===== config.mk =====
export PLATFORM = sky130hd
export DESIGN_NAME = gcd_arbiter
export DESIGN_NICKNAME = d
export VERILOG_FILES = /design/src/rtl/gcd_arbiter.sv
export SDC_FILE = /design/constraint.sdc
export NUM_CORES = 1
export LEC_CHECK = 0
export ABC_AREA = 1
export BUFFER_PORTS_ARGS = -buffer_cell sky130_fd_sc_hd__buf_2
export CAP_MARGIN = 20
export CELL_PAD_IN_SITES_DETAIL_PLACEMENT = 1
export CELL_PAD_IN_SITES_GLOBAL_PLACEMENT = 1
export CORE_ASPECT_RATIO = 0.75
export CORE_UTILIZATION = 40
export CTS_BUF_LIST = sky130_fd_sc_hd__clkbuf_4 sky130_fd_sc_hd__clkbuf_8
export CTS_CLUSTER_DIAMETER = 50
export CTS_CLUSTER_SIZE = 24
export DETAILED_ROUTE_END_ITERATION = 10
export PLACE_DENSITY = 0.95
export SETUP_SLACK_MARGIN = 0.2
export SYNTH_ARGS = -nofsm -noshare
export SYNTH_HDL_FRONTEND = slang
export SYNTH_SLANG_ARGS = --single-unit

===== constraint.sdc =====
create_clock -name clk -period 3 [get_ports clk]
set_input_delay 0.45 -clock clk [delete_from_list [all_inputs] [get_ports clk]]
set_output_delay 0.45 -clock clk [all_outputs]
set_load 0.05 [all_outputs]

===== src/rtl/gcd_arbiter.sv =====
// gcd_arbiter: shares one external GCD engine (controller + datapath) between
// NREQ requesters with round-robin arbitration. Each accepted job latches its
// operands, clears the engine, starts it and waits for its level-held done.
// Zero operands are answered locally. A watchdog aborts jobs whose engine
// never reports done.
//
// Output timing: gnt is high in the cycle after the accept cycle. rsp_valid,
// rsp_data and rsp_err are registered while the FSM sits in RESP, so they are
// high in the cycle after RESP, which is already an IDLE cycle. That gives a
// bypass response two cycles after accept.
module gcd_arbiter #(
   parameter int WIDTH   = 8,
   parameter int NREQ    = 4,
   parameter int TIMEOUT = 1024
) (
   input  logic                  clk,
   input  logic                  rst_n,
   input  logic [NREQ-1:0]       req,
   input  logic [NREQ*WIDTH-1:0] x_in,
   input  logic [NREQ*WIDTH-1:0] y_in,
   output logic [NREQ-1:0]       gnt,
   output logic [NREQ-1:0]       rsp_valid,
   output logic [WIDTH-1:0]      rsp_data,
   output logic                  rsp_err,
   output logic                  busy,
   output logic                  gcd_clr,
   output logic                  gcd_start,
   output logic [WIDTH-1:0]      gcd_x,
   output logic [WIDTH-1:0]      gcd_y,
   input  logic                  gcd_done,
   input  logic [WIDTH-1:0]      gcd_result
);

   localparam int PTR_W = (NREQ > 1) ? $clog2(NREQ) : 1;
   localparam int CNT_W = $clog2(TIMEOUT);
   localparam logic [CNT_W-1:0] CNT_LAST = CNT_W'(TIMEOUT - 1);

   typedef enum logic [1:0] {
      ST_IDLE,
      ST_CLEAR,
      ST_WAIT,
      ST_RESP
   } state_t;

   state_t            state;
   logic [PTR_W-1:0]  ptr;
   logic [NREQ-1:0]   idx_oh;     // owner of the job in flight, one-hot
   logic [CNT_W-1:0]  counter;    // WAIT-cycle watchdog
   logic [WIDTH-1:0]  result;
   logic              err;

   logic              sel_found;
   logic [NREQ-1:0]   sel_oh;
   logic [PTR_W-1:0]  sel_next;
   logic [WIDTH-1:0]  sel_x;
   logic [WIDTH-1:0]  sel_y;

   // Round-robin pick: first request at or after ptr, else wrap to the lowest one.
   always_comb begin
      // NOTE: every variable gets a default before the loops so no path leaves it
      // unassigned, which would otherwise infer a latch.
      sel_found = 1'b0;
      sel_oh    = '0;
      sel_next  = '0;
      sel_x     = '0;
      sel_y     = '0;
      for (int i = 0; i < NREQ; i++) begin
         if (!sel_found && req[i] && (PTR_W'(i) >= ptr)) begin
            sel_found = 1'b1;
            sel_oh[i] = 1'b1;
            sel_next  = (i == NREQ - 1) ? '0 : PTR_W'(i + 1);
            sel_x     = x_in[i*WIDTH +: WIDTH];
            sel_y     = y_in[i*WIDTH +: WIDTH];
         end
      end
      for (int i = 0; i < NREQ; i++) begin
         if (!sel_found && req[i]) begin
            sel_found = 1'b1;
            sel_oh[i] = 1'b1;
            sel_next  = (i == NREQ - 1) ? '0 : PTR_W'(i + 1);
            sel_x     = x_in[i*WIDTH +: WIDTH];
            sel_y     = y_in[i*WIDTH +: WIDTH];
         end
      end
   end

   // Job FSM: accept, clear engine, wait for done or watchdog, respond.
   always_ff @(posedge clk or negedge rst_n) begin
      if (!rst_n) begin
         state     <= ST_IDLE;
         ptr       <= '0;
         idx_oh    <= '0;
         counter   <= '0;
         result    <= '0;
         err       <= 1'b0;
         gnt       <= '0;
         rsp_valid <= '0;
         rsp_data  <= '0;
         rsp_err   <= 1'b0;
         gcd_x     <= '0;
         gcd_y     <= '0;
      end else begin
         // NOTE: non-blocking assignments throughout, so every register in this
         // block updates from the values present before the edge.
         gnt       <= '0;
         rsp_valid <= '0;
         unique case (state)
            ST_IDLE: begin
               if (sel_found) begin
                  gcd_x  <= sel_x;
                  gcd_y  <= sel_y;
                  idx_oh <= sel_oh;
                  ptr    <= sel_next;
                  gnt    <= sel_oh;
                  err    <= 1'b0;
                  if (sel_x == '0 || sel_y == '0) begin
                     // The engine never terminates on a zero operand: answer here.
                     result <= (sel_x == '0) ? sel_y : sel_x;
                     state  <= ST_RESP;
                  end else begin
                     state  <= ST_CLEAR;
                  end
               end
            end
            ST_CLEAR: begin
               counter <= '0;
               state   <= ST_WAIT;
            end
            ST_WAIT: begin
               counter <= counter + 1'b1;
               if (gcd_done) begin
                  // Done wins over a watchdog expiring in the same cycle.
                  result <= gcd_result;
                  err    <= 1'b0;
                  state  <= ST_RESP;
               end else if (counter == CNT_LAST) begin
                  result <= '0;
                  err    <= 1'b1;
                  state  <= ST_RESP;
               end
            end
            ST_RESP: begin
               rsp_valid <= idx_oh;
               rsp_data  <= result;
               rsp_err   <= err;
               state     <= ST_IDLE;
            end
            default: state <= ST_IDLE;
         endcase
      end
   end

   // Engine strobes and busy decode straight from the registered state.
   assign busy      = (state != ST_IDLE);
   assign gcd_clr   = (state == ST_CLEAR);
   assign gcd_start = (state == ST_WAIT);

endmodule


==> Word-level counts from Yosys, hierarchy flattened <==
Cells that the tools add are included.
{ "word_totals": {"ff_bits": 60, "in_bits": 79, "out_inout_bits": 36, "elab_cells": 111} }
{ "classes": {"add_sub_neg": 1, "order_cmp": 4, "n_eq_ne": 7, "muxes": 58, "n_reduce_logical": 29} }
{ "ops": {"columns": ["operator", "count"], "rows": [
  ["$mux W8", 21],
  ["$mux W2", 11],
  ["$pmux W10 S2", 1],
  ["$mux W1", 19],
  ["$logic_not A8 Y1", 2],
  ["$pmux W8 S2", 1],
  ["$mux W4", 3],
  ["$logic_and A1 B1 Y1", 11],
  ["$add A10 B1 Y10 const B", 1],
  ["$eq A10 B10 Y1 const B", 1],
  ["$pmux W2 S4", 1],
  ["$logic_not A1 Y1", 7],
  ["$reduce_bool A2 Y1", 3],
  ["$eq A2 B2 Y1 const B", 2],
  ["$ge A1 B2 Y1 const A", 2],
  ["$ge A2 B2 Y1 const A", 2],
  ["$ne A2 B2 Y1 const B", 2],
  ["$reduce_and A2 Y1", 2],
  ["$reduce_and A4 Y1", 1],
  ["$ne A3 B1 Y1 const B", 1],
  ["$reduce_and A3 Y1", 1],
  ["$eq A2 B1 Y1 const B", 1],
  ["$logic_not A2 Y1", 1],
  ["$pmux W1 S2", 1],
  ["$logic_or A1 B1 Y1", 1]
]} }

==> Logic depth before layout (Yosys ltp) <==
Gate-level depths: netlist (run 1).
{ "depth": {"word_depth": 32, "depth_mapped": 19, "mapped_depth_nobuf": 18} }

==> Least setup slack after synthesis (run 1) <==
OpenSTA, ideal clock, no wires.
{ "synth_path": {"kind": "register -> register", "startpoint": "register state[0]", "endpoint": "register result[0]", "arrival_time_ns": 2.152, "path_slack_ns": 0.731, "path_stages_with_launch": 12, "path_buffers": 0, "cell_sequence": "dfrtp_1 inv_1 ha_1 clkinv_1 nor2_1 o41ai_1 nand2_1 a21oi_1 nand2_4 inv_6 nand2_1 nand2_1"} }
{ "synth_between": {"elab_chain_cells": 3, "word_cells_on_any_way": 8, "cone_classes": "eq/ne (4); mux (1); reduce/logical (3)"} }
{ "synth_lines": {"columns": ["element", "line_no", "source"], "rows": [
  ["start: declaration", "45", "state_t state;"],
  ["start signal: assignment", "90", "state <= ST_IDLE;"],
  ["start signal: assignment", "119", "state <= ST_RESP;"],
  ["start signal: assignment", "121", "state <= ST_CLEAR;"],
  ["$eq A2 B2 Y1 (*)", null, null],
  ["named net gcd_start", "27", "output logic gcd_start,"],
  ["$ne A3 B1 Y1 (no line) / $reduce_bool A2 Y1 (equally long branches)", null, null],
  ["$reduce_and A4 Y1 (no line)", null, null],
  ["end signal: assignment", "118", "result <= (sel_x == '0) ? sel_y : sel_x;"],
  ["end signal: assignment", "133", "result <= gcd_result;"],
  ["end: declaration", "49", "logic [WIDTH-1:0] result;"]
]} }
The timed path passes the listed nets; every way through them passes the cells marked *.
A chain may end at the register's enable or synchronous reset.

==> Worst setup path in the final report (run 1) <==
{ "layout_path": {"startpoint": "register ptr[1]", "endpoint": "register result[0]"} }
{ "layout_between": {"elab_chain_cells": 32, "word_cells_on_any_way": 56, "cone_classes": "order compare (4); eq/ne (2); mux (28); reduce/logical (22)"} }
{ "layout_lines": {"columns": ["element", "line_no", "source"], "rows": [
  ["start: declaration", "46", "logic [PTR_W-1:0] ptr;"],
  ["start signal: assignment", "113", "ptr <= sel_next;"],
  ["$ge A1 B2 Y1", "68", "if (!sel_found && req[i] && (PTR_W'(i) >= ptr)) begin"],
  ["$logic_and A1 B1 Y1", "68", null],
  ["$mux W1", "68", null],
  ["$logic_not A1 Y1", "68", null],
  ["$logic_and A1 B1 Y1 (2 in a row)", "68", null],
  ["$mux W1", "68", null],
  ["$logic_not A1 Y1", "68", null],
  ["$logic_and A1 B1 Y1 (2 in a row)", "68", null],
  ["[14 not listed]", null, null],
  ["$logic_not A1 Y1", "77", "if (!sel_found && req[i]) begin"],
  ["$logic_and A1 B1 Y1", "77", null],
  ["$mux W8", "77", null],
  ["$logic_not A8 Y1", "116, 118", null],
  ["$mux W8", "118", null],
  ["$mux W8", "116", "if (sel_x == '0 || sel_y == '0) begin"],
  ["$mux W8", "109", "if (sel_found) begin"],
  ["$pmux W8 S2", "107", "unique case (state)"]
]} }
Several ways; a longest one is shown, not always the timed one. The select of a mux whose other input is x is not followed.

==> results.json, run 1 <==
{
  "cellLeakagePower_nw": 2.829,
  "yosysUniqueCellTypes": 33,
  "pre_cts_ws_ps": 254.0,
  "core_sq_um": 9271,
  "power.share.clock_pct": 14.7,
  "drc": 0,
  "cts.path.max_buffers": 2,
  "placed_area_sq_um": 4611,
  "cp-start-kind": "flop",
  "timing.final.ws_setup_ps": 406.6,
  "numCtsBuffers": 9,
  "period_minus_slack_ps": 2593,
  "yosys.area.top_type": "dfrtp_1",
  "rrSetupSlack_ps": 410,
  "worstSetupPathType": "reg2reg",
  "syn-num-nets": 655,
  "cts_sinks": 60,
  "antenna_found_initial": 0,
  "final_core_utilization_pct": 52.81,
  "synthArstFlopShare_pct": 100.0,
  "fin_area_sq_um": 4896,
  "ys_seq_area_share_pct": 38.22,
  "post-route-period-util_pct": 86.45,
  "ant_nets": 0,
  "cp-startpoint": "ptr[1]",
  "slew_viol_final": 0,
  "setup_viol_count_final": 0,
  "r2r-end": "result[0]",
  "grt_pass1_vias": 4339,
  "hold_violations": 0,
  "switching_share_pct": 53.64,
  "grt.total_usage_pct": 28.04,
  "critPathArrivalTime_ps": 2840,
  "hp-class": "in2async",
  "yosysTopAreaCellShare_pct": 38.22,
  "worst_pin_slew_ps": 808.9,
  "irDropWorstVdd_v": 0.0006420,
  "routabilityCongestion": 0.8919,
  "die_area_sq_um": 10230,
  "synth_edf_count": 0,
  "wl_per_cell_microns": 16.92,
  "fin_nets": 776,
  "htreeDepth": 3,
  "dieHeight_microns": 87.83,
  "r2r_start": "ptr[1]",
  "slew-limit-headroom_pct": 46.08,
  "tritoncts": "yes",
  "crit_fanout": 17,
  "drt_first_pass_iters": 5,
  "final_cells": 824,
  "netlist_instances": 571,
  "slowest_stage": "dfrtp_2",
  "p_int_mw": 2.253,
  "grt_max_degree": 39,
  "antennaDiodeCount": 0,
  "crit_path_end_kind": "flop",
  "syn_avg_cell_area_sq_um": 6.881,
  "port_buffers": 114,
  "synthTopCellsByArea": "dfrtp_1, nand2_1, nand3_1, inv_1, nor2_1",
  "initial_core_util_pct": 42.38,
  "clkTransAtPathRegs_ps": 70,
  "endpoint": "result[0]",
  "dieWidth_microns": 116.4,
  "seqPwrFrac_pct": 26.5,
  "rsz0062_at_grt": "no",
  "synth_flop_cell": "dfrtp_1",
  "clk_latency_ps": 350,
  "synth_top_cells_by_count": "nand2_1, inv_1, nand3_1, nor2_1, dfrtp_1",
  "wl_microns": 13940,
  "rows": 30,
  "p_sw_mw": 2.606,
  "clock-skew-final_ps": 8.377,
  "worstPathRequired_ps": 3250,
  "slowest_delay_ps": 470,
  "synth_area_sq_um": 3929,
  "status": "finished, final reports clean",
  "grt_overflow": 0,
  "drtIter0Drc": 306,
  "crit_top_cell": "nand2_1",
  "vias": 4372,
  "power_per_cell_area_nw_per_um2": 992.4,
  "via_per_inst": 5.306,
  "crit_chain": "nand2_1 > nand2_2 > nand3_4 > nor2_8 > nand4_4 > buf_12 > nor2_1 > nor2_2 > nand2_1 > nor2_4 > buf_4 > nand3_1 > nand2_1 > nand2_1 > nand2_1 > nand2_1 > nand2_1",
  "ios": 115,
  "fmax_mhz": 385.6,
  "drive_above_1_share_pct": 26.87,
  "power.share.combinational_pct": 58.7,
  "root_buffer": "clkbuf_8",
  "ys_ff_latch": 60,
  "dp_hpwl_microns": 10090,
  "final.setup.tns_ps": 0,
  "r2r_cells": 17,
  "synth_most_common_cell": "nand2_1",
  "grt_pass1_wl_microns": 21600,
  "area_growth_syn_to_layout_pct": 24.62,
  "dpl.cell_count": 803,
  "yosys_warnings": 0,
  "maxCapViolations": 0
}
## layout make-up
| class | count | area [sq um] |
|---|---|---|
| clock buffer | 14 | 186.4 |
| inverter | 84 | 320.3 |
| sequential | 60 | 1503 |
| fill | 1284 | 4375 |
| clock inverter | 1 | 5.005 |
| tap | 128 | 160.2 |
| multi-input combinational | 410 | 2041 |
| timing repair buffer | 127 | 680.7 |
## worst min-delay path by stage
stage,from,end,cells past startpoint
finish,rst_n,gcd_x[6],1
global route,rst_n,gcd_x[6],1
CTS,rst_n,gcd_x[6],1
detailed placement,idx_oh[2],rsp_valid[2],2
global placement,idx_oh[0],rsp_valid[0],2
floorplan,rst_n,counter[0],0
## state kept, by name, indices dropped and copies added, names as in the netlist
| name | cells |
|---|---|
| counter | 10 |
| gcd_x | 8 |
| gcd_y | 8 |
| result | 8 |
| rsp_data | 8 |
| gnt | 4 |
| idx_oh | 4 |
| rsp_valid | 4 |
| ptr | 2 |
| state | 2 |
| err | 1 |
| rsp_err | 1 |
## layout by cell type (no fill, tap or decap), drive strengths merged
cell	n
xor2	1
nand4	13
mux2	9
clkbuf	14
nor2	86
dfrtp	60
o22ai	1
o21ai	26
a21oi	8
clkinv	4
a21o	1
inv	81
nand3	75
buf	127
ha	5
nand2	176
nor3	4
o41ai	1
nor3b	4
## cells by family after synthesis
kind of cell               count (synthesis)  share of synthesized area [%]
muxes                                      9                          2.580
adders and majority gates                  5                          1.592
AOI/OAI and AO/OA                         37                          4.905
and+or+nand+nor                          357                          41.56
xor gates and xnor gates                   1                         0.2230
buffers and inverters                    102                          10.92
DFF                                       60                          38.22
## worst max-delay path, delay by kind of cell, from the launching register on
kind | cells | cell delay (ps)
simple gates | 15 | 1690
flops | 1 | 470
buf+inv | 2 | 320
## metrics by stage
step	power [mW]	hold WS, ps
2_1_floorplan	3.274	154.4
3_3_place_gp	3.884	449.3
3_5_place_dp	4.022	452.3
4_1_cts	4.775	198.0
5_1_grt	5.212	241.6
6_report	4.859	186.9
## power groups by stage
stage          Clock, mW  Combinational, mW  Sequential, mW
2_1_floorplan          0               1.45            1.83
3_3_place_gp           0               2.61            1.27
3_5_place_dp           0               2.74            1.29
4_1_cts            0.728               2.77            1.28
5_1_grt            0.754               3.14            1.32
6_report           0.715               2.85            1.29
## what timing repair did
action | 4_1_cts | 5_1_grt
endpoints found under the hold margin | 0 | 0
hold buffers | 0 | 0
setup endpoints to repair | 0 | 9
resized for setup | 0 | 8
setup buffers | 0 | 5
## per-layer routing
layer  global-route usage, %  wire length (microns)
met5                       0                      0
met4                   9.091                    406
met3                   5.675                    950
met2                   47.12                   6690
met1                   36.28                   5895
Power figures use the tool's default switching activity.
==> run 2, diff against run 1 <==
--- a/config.mk
+++ b/config.mk
@@ -11,12 +11,13 @@
 export CELL_PAD_IN_SITES_DETAIL_PLACEMENT = 1
 export CELL_PAD_IN_SITES_GLOBAL_PLACEMENT = 1
 export CORE_ASPECT_RATIO = 0.75
-export CORE_UTILIZATION = 40
+export CORE_UTILIZATION = 37
 export CTS_BUF_LIST = sky130_fd_sc_hd__clkbuf_4 sky130_fd_sc_hd__clkbuf_8
 export CTS_CLUSTER_DIAMETER = 50
 export CTS_CLUSTER_SIZE = 24
 export DETAILED_ROUTE_END_ITERATION = 10
-export PLACE_DENSITY = 0.95
+export PLACE_DENSITY = 0.93
+export RECOVER_POWER = 100
 export SETUP_SLACK_MARGIN = 0.2
 export SYNTH_ARGS = -nofsm -noshare
 export SYNTH_HDL_FRONTEND = slang
==> constraint.sdc (replaced) <==
create_clock -name clk -period 2.43 [get_ports clk]
set_input_delay 0.3645 -clock clk [delete_from_list [all_inputs] [get_ports clk]]
set_output_delay 0.3645 -clock clk [all_outputs]
set_load 0.05 [all_outputs]
==> run 2 against run 1 <==
  * Clock skew rose by 14 ps
  * Global-route usage rose by 2.7 points
  * Fmax is 0.67% lower
  * Cell count grew 6.4%
  * Critical path depth is the same
  * Hold slack improved by 140 ps
  * Non-clock buffer count up 43
  * The run now ends with capacitance limit, slew limit, setup timing left
  * Clock-buffer cell count fell by 2
  * Core utilization grew 1.7 points
  * Clock power grew 52%
  * Die area rose by 7.9%
  * Register-to-register slack got worse by 590 ps
==> results.json, run 2 (synthesis results as in run 1) <==
{
  "status": "complete, but fails checks",
  "violations": "capacitance limit, slew limit, setup timing",
  "dieHeight_microns": 91.24,
  "root_buffer": "clkbuf_8",
  "hold_violations": 0,
  "maxCapViolations": 1,
  "cts_sinks": 60,
  "total_power_mw": 7.286,
  "final_common_cell": "nand2_1",
  "initial_core_util_pct": 38.18,
  "grt_overflow": 0,
  "critPathArrivalTime_ps": 2920,
  "setup_viol_count_final": 9,
  "worst_pin_slew_ps": 1612,
  "grt_pass1_wl_microns": 25870,
  "crit_family": "simple AND/OR/NAND/NOR gates",
  "grt_pass1_vias": 4941,
  "rrSetupSlack_ps": -180,
  "crit_top_cell": "nand2_1",
  "area_growth_syn_to_layout_pct": 42.71,
  "grtUsageMet3_pct": 6.093,
  "crit_fanout": 6,
  "period_minus_slack_ps": 2611,
  "port_buffers": 114,
  "largest_reg_flops": 10,
  "grt_util_met1_pct": 38.49,
  "wl_per_cell_microns": 21.94,
  "antenna_found_initial": 0,
  "grt.busiest_layer": "met2",
  "clkTransAtPathRegs_ps": 90,
  "worst-path-buf-inv": 2,
  "slowest_stage": "dfrtp_2",
  "clock-skew-final_ps": 22.38,
  "met2_usage_pct": 49.48,
  "dieWidth_microns": 121.0,
  "grt_max_degree": 34,
  "final_cell_mix": "nand2_1, buf_2, inv_1",
  "fin_nets": 820,
  "drc": 0,
  "ant_nets": 0,
  "rows": 32,
  "crit_path_end_kind": "flop",
  "grt.total_usage_pct": 30.78,
  "power_per_cell_area_nw_per_um2": 1300,
  "drive_above_1_share_pct": 34.14,
  "pre_cts_ws_ps": -188.9,
  "htreeDepth": 3,
  "numCtsBuffers": 9,
  "irDropWorstVdd_v": 0.0006598,
  "drtIter0Drc": 382,
  "holdBufCountCts": 0,
  "drt_first_pass_iters": 5,
  "cellLeakagePower_nw": 3.000,
  "rsz0062_at_grt": "yes",
  "dp_hpwl_microns": 10420,
  "cp-start-kind": "flop",
  "antennaDiodeCount": 0,
  "via_per_inst": 5.619,
  "vias": 4928,
  "ios": 115,
  "slowest_delay_ps": 490,
  "clk_latency_ps": 380,
  "timing.final.ws_setup_ps": -180.9,
  "die_area_sq_um": 11040,
  "worstPathRequired_ps": 2740,
  "fmax_mhz": 383.0,
  "worst_hold_slack_ps": 328.8,
  "slew_viol_final": 29,
  "crit_chain": "nor2_4 > nand2_4 > nand3_4 > nor2_8 > buf_6 > nand4_1 > nand3_1 > nor2_2 > nand2_2 > nor2_4 > buf_6 > nand3_1 > nand2_1 > nand2_1 > nand2_1 > nand2_1 > nand2_1",
  "fin_area_sq_um": 5607,
  "core_sq_um": 10290,
  "wl_microns": 19250,
  "cts.path.max_buffers": 2,
  "worstSetupPathType": "reg2reg",
  "placed_area_sq_um": 4756,
  "hp-class": "in2reg",
  "routabilityCongestion": 0.9675,
  "final_cells": 877,
  "post-route-period-util_pct": 107.4,
  "regMostFlops": "counter",
  "slew-limit-headroom_pct": -7.467,
  "dpl.cell_count": 827,
  "tritoncts": "yes"
}
==> run 2: cell types whose count changed in the layout (fill, tap and decap cells not counted), sizes merged <==
cell | before | now
clkbuf | 14 | 47
buf | 127 | 135
bufinv | 0 | 2
clkinvlp | 0 | 1
nand2 | 176 | 177
==> run 2: worst register-to-register path, cell delays in order (launching register included) <==
cell and delay (ps):
dfrtp_2 490, nor2_4 200, nand2_4 120, nand3_4 150
nor2_8 60, buf_6 140, nand4_1 100, nand3_1 130
nor2_2 200, nand2_2 100, nor2_4 210, buf_6 150
nand3_1 100, nand2_1 80, nand2_1 80, nand2_1 90
nand2_1 70, nand2_1 70
==> run 2: final timing paths <==
check,to,cells after the start,start
setup / recovery,result[1],17,ptr[1]
hold / removal,err,4,gcd_done
setup reg to reg,result[1],17,ptr[1]
hold reg to reg,idx_oh[2],2,idx_oh[2]
max in group asynchronous,rsp_data[2],2,rst_n
min in group asynchronous,ptr[1],1,rst_n
==> run 2: layout make-up <==
type,count,area (sq um)
multi-input combinational,411,2337
sequential,60,1504
tap,136,170.2
inverter,84,326.6
clock inverter,4,72.57
fill,1326,4683
clock buffer,12,152.6
timing repair buffer,170,1044
==> run 2: per-stage QoR <==
| stage | TNS [ps] | util (%) |
|---|---|---|
| after floorplan | 0 | - |
| after global placement | 0 | 46.22 |
| after detailed placement | -1281 | 46.22 |
| after CTS | 0 | 51.02 |
| after global routing | -1582 | 54.49 |
| final | -1119 | 54.49 |
==> run 2: per-layer routing <==
| metal | vias up | wire length (microns) |
|---|---|---|
| met1 | 2428 | 7672 |
| met4 | 0 | 1078 |
| met2 | 282 | 9155 |
| met3 | 89 | 1339 |
| met5 | - | 0 |
| li1 | 2129 | - |
==> run 2: timing repair <==
item,in CTS,in global routing
cloned,1,1
resized for setup,31,76
pin swaps,8,27
setup buffers,18,14
endpoints found under the setup margin,10,15
==> run 2: power breakdown <==
group	internal, mW	total [mW]	leakage [nW]	switching [mW]
Clock	0.627	1.09	0.113	0.462
Combinational	1.35	4.56	2.11	3.20
Sequential	1.36	1.64	0.779	0.279
Total	3.34	7.29	3.00	3.94
==> run 3, diff against run 2 <==
--- a/config.mk
+++ b/config.mk
@@ -16,7 +16,7 @@
 export CTS_CLUSTER_DIAMETER = 50
 export CTS_CLUSTER_SIZE = 24
 export DETAILED_ROUTE_END_ITERATION = 10
-export PLACE_DENSITY = 0.93
+export PLACE_DENSITY = 0.82
 export RECOVER_POWER = 100
 export SETUP_SLACK_MARGIN = 0.2
 export SYNTH_ARGS = -nofsm -noshare
==> run 3 against run 2 <==
  * The flow finishes with violations (setup timing)
  * Fmax grew 5.3%
  * Power is 9.1% lower
  * Sequential cell count unchanged
  * Final area is 2.9% lower
  * Cell count unchanged
  * First-iteration DRC count decreased by 23%
  * Largest power group unchanged
  * Clock-buffer cell count rose by 1
  * Critical path type unchanged
==> results.json, run 3 (synthesis results as in run 1) <==
{
  "status": "complete, but fails checks",
  "violations": "setup timing",
  "hold_violations": 0,
  "via_per_inst": 5.203,
  "largest_reg_flops": 10,
  "fin_nets": 823,
  "hp-class": "in2reg",
  "antenna_found_initial": 0,
  "rrSetupSlack_ps": -50,
  "crit_chain": "nor2_4 > nand2_4 > nand2_4 > nor2_4 > nand2_1 > nand2_1 > nor2_1 > nand3_2 > nor2_2 > nand2_2 > nor2_4 > buf_4 > nand3_1 > nand2_1 > nand2_1 > nand2_1 > nand2_2 > nand2_1",
  "hold_path_depth": 5,
  "dieWidth_microns": 121.0,
  "power_per_cell_area_nw_per_um2": 1216,
  "area_growth_syn_to_layout_pct": 38.63,
  "worst_pin_slew_ps": 1216,
  "worstPathRequired_ps": 2720,
  "r2r-end": "result[5]",
  "slowest_delay_ps": 470,
  "final_cell_mix": "nand2_1, buf_2, inv_1",
  "dp_hpwl_microns": 10190,
  "rows": 32,
  "drc": 0,
  "slew_viol_final": 0,
  "crit_fanout": 8,
  "clock-skew-final_ps": 8.544,
  "initial_core_util_pct": 38.18,
  "slew-limit-headroom_pct": 18.91,
  "htreeDepth": 3,
  "grt_pass1_wl_microns": 22820,
  "ios": 115,
  "clkTransAtPathRegs_ps": 70,
  "grt_pass1_vias": 4530,
  "pre_cts_ws_ps": -272.9,
  "worst-path-buf-inv": 1,
  "cts_sinks": 60,
  "grt_max_degree": 55,
  "tritoncts": "yes",
  "cellLeakagePower_nw": 2.956,
  "slowest_stage": "dfrtp_2",
  "grt.total_usage_pct": 26.78,
  "port_buffers": 114,
  "irDropWorstVdd_v": 0.0008530,
  "grt_overflow": 0,
  "worst_hold_slack_ps": 304.9,
  "wl_per_cell_microns": 18.02,
  "cts.path.max_buffers": 2,
  "drt_first_pass_iters": 5,
  "drtIter0Drc": 293,
  "rsz0062_at_grt": "yes",
  "dieHeight_microns": 91.24,
  "cp-start-kind": "flop",
  "fmax_mhz": 403.2,
  "post-route-period-util_pct": 102.1,
  "drive_above_1_share_pct": 32.52,
  "final_common_cell": "nand2_1",
  "routabilityCongestion": 0.8758,
  "regMostFlops": "counter",
  "wl_microns": 15800,
  "crit_family": "simple AND/OR/NAND/NOR gates",
  "crit_top_cell": "nand2_1",
  "antennaDiodeCount": 0,
  "hold_path_end": "result[3]",
  "ff_latch_area_sq_um": 1504,
  "root_buffer": "clkbuf_8",
  "vias": 4563,
  "ant_nets": 0,
  "period_minus_slack_ps": 2480,
  "r2r_cells": 18,
  "core_sq_um": 10290,
  "die_area_sq_um": 11040,
  "crit_path_end_kind": "flop",
  "timing.final.ws_setup_ps": -50.37,
  "critPathArrivalTime_ps": 2770,
  "r2r_start": "ptr[1]",
  "maxCapViolations": 0,
  "min_from": "gcd_result[3]",
  "worstSetupPathType": "reg2reg",
  "num-fill-cells": 1366,
  "setup_viol_count_final": 5,
  "multiInputGateArea_sq_um": 2261,
  "numCtsBuffers": 9,
  "clk_latency_ps": 350
}
[run 3: tightest hold or removal path, cell delays in order]
cell	delay [ps]
buf_2	80
nand2_1	40
nand2_1	60
nand2_1	40
nand2_1	40
[run 3: layer usage]
metal  GRT usage (%)  up-vias  wire, microns
li1                -     2123              -
met3           5.465       49           1037
met1           36.32     2194           6909
met5               0        -              0
met2           42.95      197           7377
met4           7.613        0            478
[run 3: final cells by class]
type | instances | area share (%)
repair buffers | 173 | 19.00
flip-flops and latches | 60 | 27.61
inverters | 84 | 5.927
multi-input cells | 411 | 41.51
clock buffers | 13 | 2.826
well taps | 136 | 3.124
[run 3: how the worst max path moves through the flow]
stage | startpoint | to | slack, ps | cells after the start
2_1_floorplan | req[1] | result[0] | 360 | 19
3_3_place_gp | ptr[1] | result[0] | -100 | 17
3_5_place_dp | ptr[1] | result[1] | -270 | 17
4_1_cts | ptr[1] | result[1] | 120 | 17
5_1_grt | ptr[0] | result[5] | -190 | 19
6_report | ptr[1] | result[5] | -50 | 18
[run 3: per-stage QoR]
stage | util, % | cells | cell area, sq um | setup TNS (ps) | power (mW)
detailed placement | 46.22 | 827 | 4756 | -2197 | 5.149
floorplan | - | 571 | 3931 | 0 | 4.046
finish | 52.93 | 877 | 5446 | -134.9 | 6.624
global route | 52.93 | 877 | 5446 | -1185 | 7.016
global placement | 46.22 | 827 | 4756 | -811.9 | 5.000
CTS | 50.28 | 860 | 5174 | 0 | 6.210
[run 3: report_power, final]
group	internal [mW]	total [mW]	switching [mW]
logic	1.29	4.23	2.93
clock network	0.399	0.782	0.382
registers	1.36	1.62	0.254
[run 3: repair_timing]
item	in CTS	in global routing
hold buffers	1	0
gates cloned	2	2
gates resized for setup	26	55
endpoints found under the hold margin	6	0
pin swaps	15	33
buffers inserted	17	15
setup endpoints to repair	11	16
